[src/rtl/flag_ccr_unit_if.sv]
// rtl/flag_ccr_unit_if.sv - execute-stage side bundle of the condition-code register
interface flag_ccr_unit_if #(
  parameter int DEPTH  = 4,
  parameter int FLAG_W = 5
);
  localparam int DEPTH_W = $clog2(DEPTH + 1);

  logic              en;
  logic              flag_wr;
  logic [FLAG_W-1:0] alu_flags;
  logic [2:0]        jmp_type;
  logic              int_save;
  logic              rti;
  logic [FLAG_W-1:0] flags;
  logic              jmp_taken;
  logic [DEPTH_W-1:0] depth;
  logic              ovf_err;
  logic              unf_err;

  modport master (
    output en, flag_wr, alu_flags, jmp_type, int_save, rti,
    input  flags, jmp_taken, depth, ovf_err, unf_err
  );

  modport slave (
    input  en, flag_wr, alu_flags, jmp_type, int_save, rti,
    output flags, jmp_taken, depth, ovf_err, unf_err
  );
endinterface

[src/rtl/flag_ccr_unit.sv]
// rtl/flag_ccr_unit.sv - condition-code register with jump resolve and interrupt shadow stack
module flag_ccr_unit #(
  parameter int DEPTH  = 4,
  parameter int FLAG_W = 5
) (
  input logic           clk,
  input logic           rst_n,
  flag_ccr_unit_if.slave bus
);
  localparam int DEPTH_W = $clog2(DEPTH + 1);
  localparam int IDX_W   = (DEPTH > 1) ? $clog2(DEPTH) : 1;
  localparam logic [DEPTH_W-1:0] ONE  = DEPTH_W'(1);
  localparam logic [DEPTH_W-1:0] FULL = DEPTH_W'(DEPTH);

  logic [FLAG_W-1:0]  r_flags;
  logic [FLAG_W-1:0]  r_stack [DEPTH];
  logic [DEPTH_W-1:0] r_depth;
  logic               r_ovf;
  logic               r_unf;

  logic               w_cond;
  logic [FLAG_W-1:0]  w_clr_mask;
  logic               w_jmp_taken;
  logic [FLAG_W-1:0]  w_rule2;
  logic               w_empty;
  logic               w_full;
  logic [IDX_W-1:0]   w_top_idx;
  logic [IDX_W-1:0]   w_push_idx;
  logic [FLAG_W-1:0]  w_next_flags;
  logic [DEPTH_W-1:0] w_next_depth;
  logic               w_next_ovf;
  logic               w_next_unf;
  logic               w_stack_we;
  logic [IDX_W-1:0]   w_stack_widx;

  assign w_empty    = (r_depth == '0);
  assign w_full     = (r_depth == FULL);
  assign w_top_idx  = IDX_W'(r_depth - ONE);
  assign w_push_idx = IDX_W'(r_depth);

  // Resolve the jump against stored flags only and pick the bit a taken conditional clears
  always_comb begin
    w_cond     = 1'b0;
    w_clr_mask = '0;
    case (bus.jmp_type)
      3'b001: begin w_cond = r_flags[0]; w_clr_mask[0] = 1'b1; end
      3'b010: begin w_cond = r_flags[1]; w_clr_mask[1] = 1'b1; end
      3'b011: begin w_cond = r_flags[2]; w_clr_mask[2] = 1'b1; end
      3'b100: w_cond = 1'b1;
      default: w_cond = 1'b0;
    endcase
    w_jmp_taken = bus.en & rst_n & w_cond;
    w_rule2     = (bus.flag_wr ? bus.alu_flags : r_flags) & ~(w_jmp_taken ? w_clr_mask : '0);
  end

  // Next CCR, stack occupancy and error state; a pop (or swap) wins over the ALU write
  always_comb begin
    w_next_flags = r_flags;
    w_next_depth = r_depth;
    w_next_ovf   = r_ovf;
    w_next_unf   = r_unf;
    w_stack_we   = 1'b0;
    w_stack_widx = w_push_idx;
    if (bus.rti && !w_empty) begin
      w_next_flags = r_stack[w_top_idx];
      if (bus.int_save) begin
        w_stack_we   = 1'b1;
        w_stack_widx = w_top_idx;
      end else begin
        w_next_depth = r_depth - ONE;
      end
    end else begin
      w_next_flags = w_rule2;
      if (bus.rti) begin
        w_next_unf = 1'b1;
      end
      if (bus.int_save) begin
        if (w_full) begin
          w_next_ovf = 1'b1;
        end else begin
          w_stack_we   = 1'b1;
          w_next_depth = r_depth + ONE;
        end
      end
    end
  end

  // Register update; stall freezes everything, stack contents are left alone by reset
  always_ff @(posedge clk) begin
    if (!rst_n) begin
      r_flags <= '0;
      r_depth <= '0;
      r_ovf   <= 1'b0;
      r_unf   <= 1'b0;
    end else if (bus.en) begin
      r_flags <= w_next_flags;
      r_depth <= w_next_depth;
      r_ovf   <= w_next_ovf;
      r_unf   <= w_next_unf;
      if (w_stack_we) begin
        r_stack[w_stack_widx] <= r_flags;
      end
    end
  end

  assign bus.flags     = r_flags;
  assign bus.jmp_taken = w_jmp_taken;
  assign bus.depth     = r_depth;
  assign bus.ovf_err   = r_ovf;
  assign bus.unf_err   = r_unf;
endmodule

[src/flat_wrapper.sv]
// flat-port wrapper written by rule: the top's interface ports become plain ports
module flag_ccr_unit_flat 
#(
  parameter int DEPTH  = 4,
  parameter int FLAG_W = 5
)
  (clk, rst_n, bus_en, bus_flag_wr, bus_alu_flags, bus_jmp_type, bus_int_save, bus_rti, bus_flags, bus_jmp_taken, bus_depth, bus_ovf_err, bus_unf_err);
  flag_ccr_unit_if #(.DEPTH(DEPTH), .FLAG_W(FLAG_W)) bus_i ();
  input logic clk;
  input logic rst_n;
  input wire logic [$bits(bus_i.en)-1:0] bus_en;
  input wire logic [$bits(bus_i.flag_wr)-1:0] bus_flag_wr;
  input wire logic [$bits(bus_i.alu_flags)-1:0] bus_alu_flags;
  input wire logic [$bits(bus_i.jmp_type)-1:0] bus_jmp_type;
  input wire logic [$bits(bus_i.int_save)-1:0] bus_int_save;
  input wire logic [$bits(bus_i.rti)-1:0] bus_rti;
  output wire logic [$bits(bus_i.flags)-1:0] bus_flags;
  output wire logic [$bits(bus_i.jmp_taken)-1:0] bus_jmp_taken;
  output wire logic [$bits(bus_i.depth)-1:0] bus_depth;
  output wire logic [$bits(bus_i.ovf_err)-1:0] bus_ovf_err;
  output wire logic [$bits(bus_i.unf_err)-1:0] bus_unf_err;
  assign bus_i.en = bus_en;
  assign bus_i.flag_wr = bus_flag_wr;
  assign bus_i.alu_flags = bus_alu_flags;
  assign bus_i.jmp_type = bus_jmp_type;
  assign bus_i.int_save = bus_int_save;
  assign bus_i.rti = bus_rti;
  assign bus_flags = bus_i.flags;
  assign bus_jmp_taken = bus_i.jmp_taken;
  assign bus_depth = bus_i.depth;
  assign bus_ovf_err = bus_i.ovf_err;
  assign bus_unf_err = bus_i.unf_err;
  flag_ccr_unit #(.DEPTH(DEPTH), .FLAG_W(FLAG_W)) u_core (.clk(clk), .rst_n(rst_n), .bus(bus_i));
endmodule
[config.mk]
export PLATFORM = sky130hd
export DESIGN_NAME = flag_ccr_unit_flat
export DESIGN_NICKNAME = d
export VERILOG_FILES = /design/src/rtl/flag_ccr_unit_if.sv /design/src/rtl/flag_ccr_unit.sv /design/src/flat_wrapper.sv
export SDC_FILE = /design/constraint.sdc
export NUM_CORES = 1
export LEC_CHECK = 0
export CAP_MARGIN = 15
export CELL_PAD_IN_SITES_DETAIL_PLACEMENT = 2
export CELL_PAD_IN_SITES_GLOBAL_PLACEMENT = 2
export CORE_UTILIZATION = 36
export CTS_BUF_LIST = sky130_fd_sc_hd__clkbuf_2
export DETAILED_ROUTE_END_ITERATION = 8
export PLACE_DENSITY = 0.86
export SKIP_LAST_GASP = 1
export SYNTH_ARGS = -nofsm -noshare
export SYNTH_HDL_FRONTEND = slang
export SYNTH_SLANG_ARGS = --single-unit
export TNS_END_PERCENT = 10
[constraint.sdc]
create_clock -name clk -period 2.32 [get_ports clk]
set_input_delay 0.464 -clock clk [delete_from_list [all_inputs] [get_ports clk]]
set_output_delay 0.464 -clock clk [all_outputs]
set_load 0.02 [all_outputs]
* Word-level counts from Yosys, hierarchy flattened
Memory sizes are Yosys's and may differ from the RTL's. Cells that the tools add are included.
Word-level totals: word-level logic and storage cells 47, input bits 14, ROM bits 0, output and inout bits 11, flip-flop bits (word level) 10, bits in latches 0, memories kept 1, RAM bits 20
Memory list:
- u_core.r_stack | depth 4, width 5, read ports 1, clocked after memory_dff 0, wr ports 1, line flag_ccr_unit.sv:16 | logic [FLAG_W-1:0] r_stack [DEPTH];
Cells by class: $add $sub $neg 2, bitwise operators 5, order comparisons 0, multiplexer cells 21, reduce and logical (&&, ||, !) cells 7, div/mod/pow operators 0, $mul 0, eq/ne operators 7, shifts and indexed selects 0
Operators with widths (number):
- 2-to-1 mux 3 bit | 5
- 2-to-1 mux 1 bit | 11
- 2-to-1 mux 5 bit | 2
- AND reduction 4 bit | 2
- == test 3 x 2 -> 1 bit (second input constant) | 2
- == test 3 bit (second input constant) | 2
- AND 5 bit | 1
- inverter 5 bit | 1
- 2-to-1 mux 2 bit | 2
- inequality test 2 bit (second input constant) | 2
- case mux 1 bit (4 select lines) | 1
- adder 3 x 1 -> 3 bit (second input constant) | 1
- == test 3 x 1 -> 1 bit (second input constant) | 1
- logical NOT 3 bit | 1
- AND reduction 3 bit | 1
- subtractor 3 x 1 -> 3 bit (second input constant) | 1
- AND 1 bit | 2
- nonzero test 2 bit | 1
- logical AND 1 bit | 1
- logical NOT 1 bit | 1
- inverter 1 bit | 1

* Depth between registers and ports, before layout
Gate-level depths: netlist of the first run.
word-level depth 8, gate-level depth with buffers 8

* Worst setup path after synthesis of the first run
No wires, ideal clock.
kind reg-to-reg, start point register u_core.r_depth[0], in the netlist u_core.bus.depth[0], end point memory u_core.r_stack[1][0] (enable), data arrival time 1.888 ns, path slack 0.081 ns, buffers on the path 2, cell stages (with the launch flop) 9, library setup time 0.351 ns, path through dfxtp_1 -> buf_6 -> inv_1 -> ha_1 -> and2b_4 -> nor2_4 -> buf_4 -> nand4_1 -> a21oi_1
On the way: cells in the longest elaborated chain, start to end 8, elaborated cells between the ends (all ways) 14, those cells by class add/sub (1); eq/ne (1); mux (9); reduce/logical (3)
Ends and longest elaborated chain:
- start: declaration | line flag_ccr_unit.sv:17 | logic [DEPTH_W-1:0] r_depth;
- start signal: assignment | line flag_ccr_unit.sv:97 | r_depth <= w_next_depth;
- == test 3 bit or logical NOT 3 bit (tied branches) | line flag_ccr_unit.sv:37, flag_ccr_unit.sv:36
- 2-to-1 mux 1 bit or logical NOT 1 bit (tied branches) | line flag_ccr_unit.sv:78, flag_ccr_unit.sv:64
- 2-to-1 mux 1 bit or logical AND 1 bit (tied branches) | line flag_ccr_unit.sv:77, flag_ccr_unit.sv:64
- 2-to-1 mux 1 bit | line flag_ccr_unit.sv:64 | if (bus.rti && !w_empty) begin
- 2-to-1 mux 1 bit | line flag_ccr_unit.sv:100 | if (w_stack_we) begin
- 2-to-1 mux 1 bit | line flag_ccr_unit.sv:95 | end else if (bus.en) begin
- 2-to-1 mux 1 bit | line flag_ccr_unit.sv:90 | if (!rst_n) begin
- 2-to-1 mux 1 bit (not written as such) | line flag_ccr_unit.sv:101 | r_stack[w_stack_widx] <= r_flags;
- end: declaration | line flag_ccr_unit.sv:16
Parallel ways exist; a longest one is shown, timed or not.

* Worst setup path in the final report of the first run
start point register u_core.r_depth[1], in the netlist u_core.bus.depth[1], end point memory u_core.r_stack[3][1] (enable)
Same word-level chain as after synthesis.

==> flow_metrics.tcl, run 1 <==
set metrics [dict create \
    setup.worst_path.end_class "register" \
    tightestPinTransition_ps 381.6 \
    hold_viol_final 0 \
    cp-start-kind "register" \
    grt_pass1_vias 1304 \
    grt_max_degree 15 \
    pin_count 25 \
    finalCriticalPeriod_ps 2187 \
    yosysSeqAreaShare_pct 52.33 \
    synth_warnings 0 \
    syn-instance-count 126 \
    startpoint "u_core.bus.depth[1]" \
    place.gp.congestion 0.7254 \
    clock_latency_ps 350 \
    fmax_ghz 0.4573 \
    period_share_pct 94.25 \
    drt-initial-drc-count 41 \
    grt-ovfl-total 0 \
    syn_nets 143 \
    utilization_pct 49.53 \
    cts_buffers 5 \
    rsz0062_at_grt "false" \
    yosysTopAreaCell "edfxtp_1" \
    synthFlopType "edfxtp_1" \
    maxSlewHeadroom_pct 74.53 \
    setup.worst_path.class "register to register" \
    r2r-start "u_core.bus.depth[1]" \
    die_y_um 67.20 \
    fin_skew_ps 23.73 \
    synthTopCellsByArea "edfxtp_1 39%, dfxtp_1 13%, mux4_1 6.9%" \
    htreeDepth 2 \
    drc 0 \
    wl_per_cell_um 20.97 \
    final_antenna_net_count 0 \
    finalPower_w 0.001474 \
    syn_avg_cell_area_um2 12.14 \
    status "complete, no violations" \
    arrival_ps 2260 \
    placementRows 23 \
    core_um2 4029 \
    power_density_nw_per_um2 738.4 \
    clk_pin_slew_ps 170 \
    hold-worst-slack_ps 493.5 \
    yosysMostFrequentCell "edfxtp_1" \
    synth_top_area_share_pct 39.25 \
    hp-class "register to register" \
    antennaDiodeCount 0 \
    start_util_pct 37.98 \
    synth_commonest_cells "20 x edfxtp_1, 10 x dfxtp_1, 10 x o21ai_0" \
    slew_viol_final 0 \
    synth-edff-count 20 \
    ctsLongestPathBuffers 2 \
    final_nets 182 \
    cts.sinks 30 \
    cts_tree "yes" \
    dieArea_um2 4515 \
    grt_usage_pct 22.19 \
    p_leak_nw 0.7711 \
    fin_tns_setup_ps 0 \
    routed_via_density 5.481 \
    synth_area_um2 1530 \
    post-dp-hpwl_mm 3.353 \
    grt_pass1_wl_mm 7.010 \
    antenna_found_initial 0 \
    cts_root_buffer "clkbuf_2" \
    area_growth_pct 30.42 \
    die_w_um 67.20 \
    yosysUniqueCellTypes 35 \
    port-buffer-count 24 \
    max_cap_violations 0 \
    firstDrtPassIters 4 \
    cp_max_fo 9 \
    synthArstFlopShare_pct 0 \
    layout-drive-gt1-share_pct 16.27 \
    required_ps 2390 \
    drt-total-wl_mm 4.530 \
    ys_ff_latch 30 \
    finalSetupViolations 0 \
    hold_start "u_core.bus.ovf_err" \
    vias 1184 \
    ir_worst_vdd_uv 387.1 \
]
==> critical path, cell delays in order, from the launching register on <==
cell,delay [ps]
dfxtp_1,420
inv_1,110
ha_1,440
inv_1,210
and3_1,210
o21ai_0,110
a21oi_1,200
buf_4,190
==> routing by layer <==
metal  track usage [%]  routed length [µm]
met5                 0                   0
met2             42.00                2492
met4             5.585                  12
met3             3.547                  91
met1             25.62                1933
==> layout make-up <==
class                   instances  area, µm²
well taps                      50      62.56
flip-flops and latches         30      800.8
inverters                       6      22.52
clock buffers                   5      25.02
clock inverters                 3      63.81
fillers                       406       2033
repair buffers                 40      361.6
multi-input cells              82      659.4
==> report_power, final <==
| group | total, W | internal, W | leakage, nW | switching [W] |
|---|---|---|---|---|
| Clock | 0.000481 | 0.000287 | 0.0506 | 0.000193 |
| Combinational | 0.000368 | 0.000165 | 0.454 | 0.000203 |
| Sequential | 0.000625 | 0.000601 | 0.267 | 0.0000245 |
==> cells by family (layout without fill, tap and decap cells) <==
family / after synthesis / count (layout) / synth area share (%)
AO/OA/AOI/OAI: 32 / 32 / 14.23
XOR/XNOR: 2 / 2 / 1.145
adder cells (fa/ha/maj): 3 / 3 / 2.453
buffers and inverters: 14 / 54 / 4.578
flip-flops: 30 / 30 / 52.33
multiplexers: 13 / 13 / 13.57
AND/OR/NAND/NOR: 32 / 32 / 11.69
==> worst paths after layout <==
kind | slack [ps] | end | depth (start not counted)
max reg2reg | 130 | u_core.r_stack[3][1] | 7
min | 490 | u_core.bus.ovf_err | 1
max | 130 | u_core.r_stack[3][1] | 7
min reg2reg | 490 | u_core.bus.ovf_err | 1
==> layout by cell type (no fill, tap or decap), types with 3 or more instances in the layout <==
cell type | Yosys | final
nand2_1 | 8 | 8
inv_1 | 6 | 6
o2111ai_1 | 3 | 3
o21ai_0 | 10 | 10
a31oi_1 | 4 | 4
mux4_1 | 4 | 4
ha_1 | 3 | 3
edfxtp_1 | 20 | 20
nor2_1 | 3 | 3
a21oi_1 | 7 | 7
buf_4 | 1 | 16
nand3_1 | 3 | 3
nand4_1 | 4 | 4
dfxtp_1 | 10 | 10
mux2i_1 | 8 | 8
o211a_1 | 3 | 3
clkdlybuf4s50_1 | 0 | 22
clkbuf_2 | 1 | 5
==> sequential cells by signal, indices dropped and copies added (netlist names) <==
| signal | flops |
|---|---|
| u_core.bus.unf_err | 1 |
| u_core.bus.depth | 3 |
| u_core.r_stack | 20 |
| u_core.bus.ovf_err | 1 |
| u_core.bus.flags | 5 |
==> what timing repair did <==
action,CTS,global route
setup endpoints to repair,1,1
hold buffers,0,0
setup buffers,0,0
resized for setup,1,1
==> stage by stage <==
stage | worst slack (ps) | instance area [µm²] | cells
floorplan | 80.74 | 1530 | 126
global placement | -136.6 | 1906 | 208
detailed placement | -191.6 | 1906 | 208
CTS | 34.16 | 1993 | 216
global route | 32.32 | 1996 | 216
finish | 133.3 | 1996 | 216
No activity file was read; power rests on OpenSTA's default activity.
==> run 2, diff against run 1 <==
--- a/config.mk
+++ b/config.mk
@@ -11,6 +11,7 @@
 export CORE_UTILIZATION = 36
 export CTS_BUF_LIST = sky130_fd_sc_hd__clkbuf_2
 export DETAILED_ROUTE_END_ITERATION = 8
+export HOLD_SLACK_MARGIN = 0.02
 export PLACE_DENSITY = 0.86
 export SKIP_LAST_GASP = 1
 export SYNTH_ARGS = -nofsm -noshare
==> results of run 2 <==
Same layout as run 1: the final DEF is identical, and so are final timing and power.
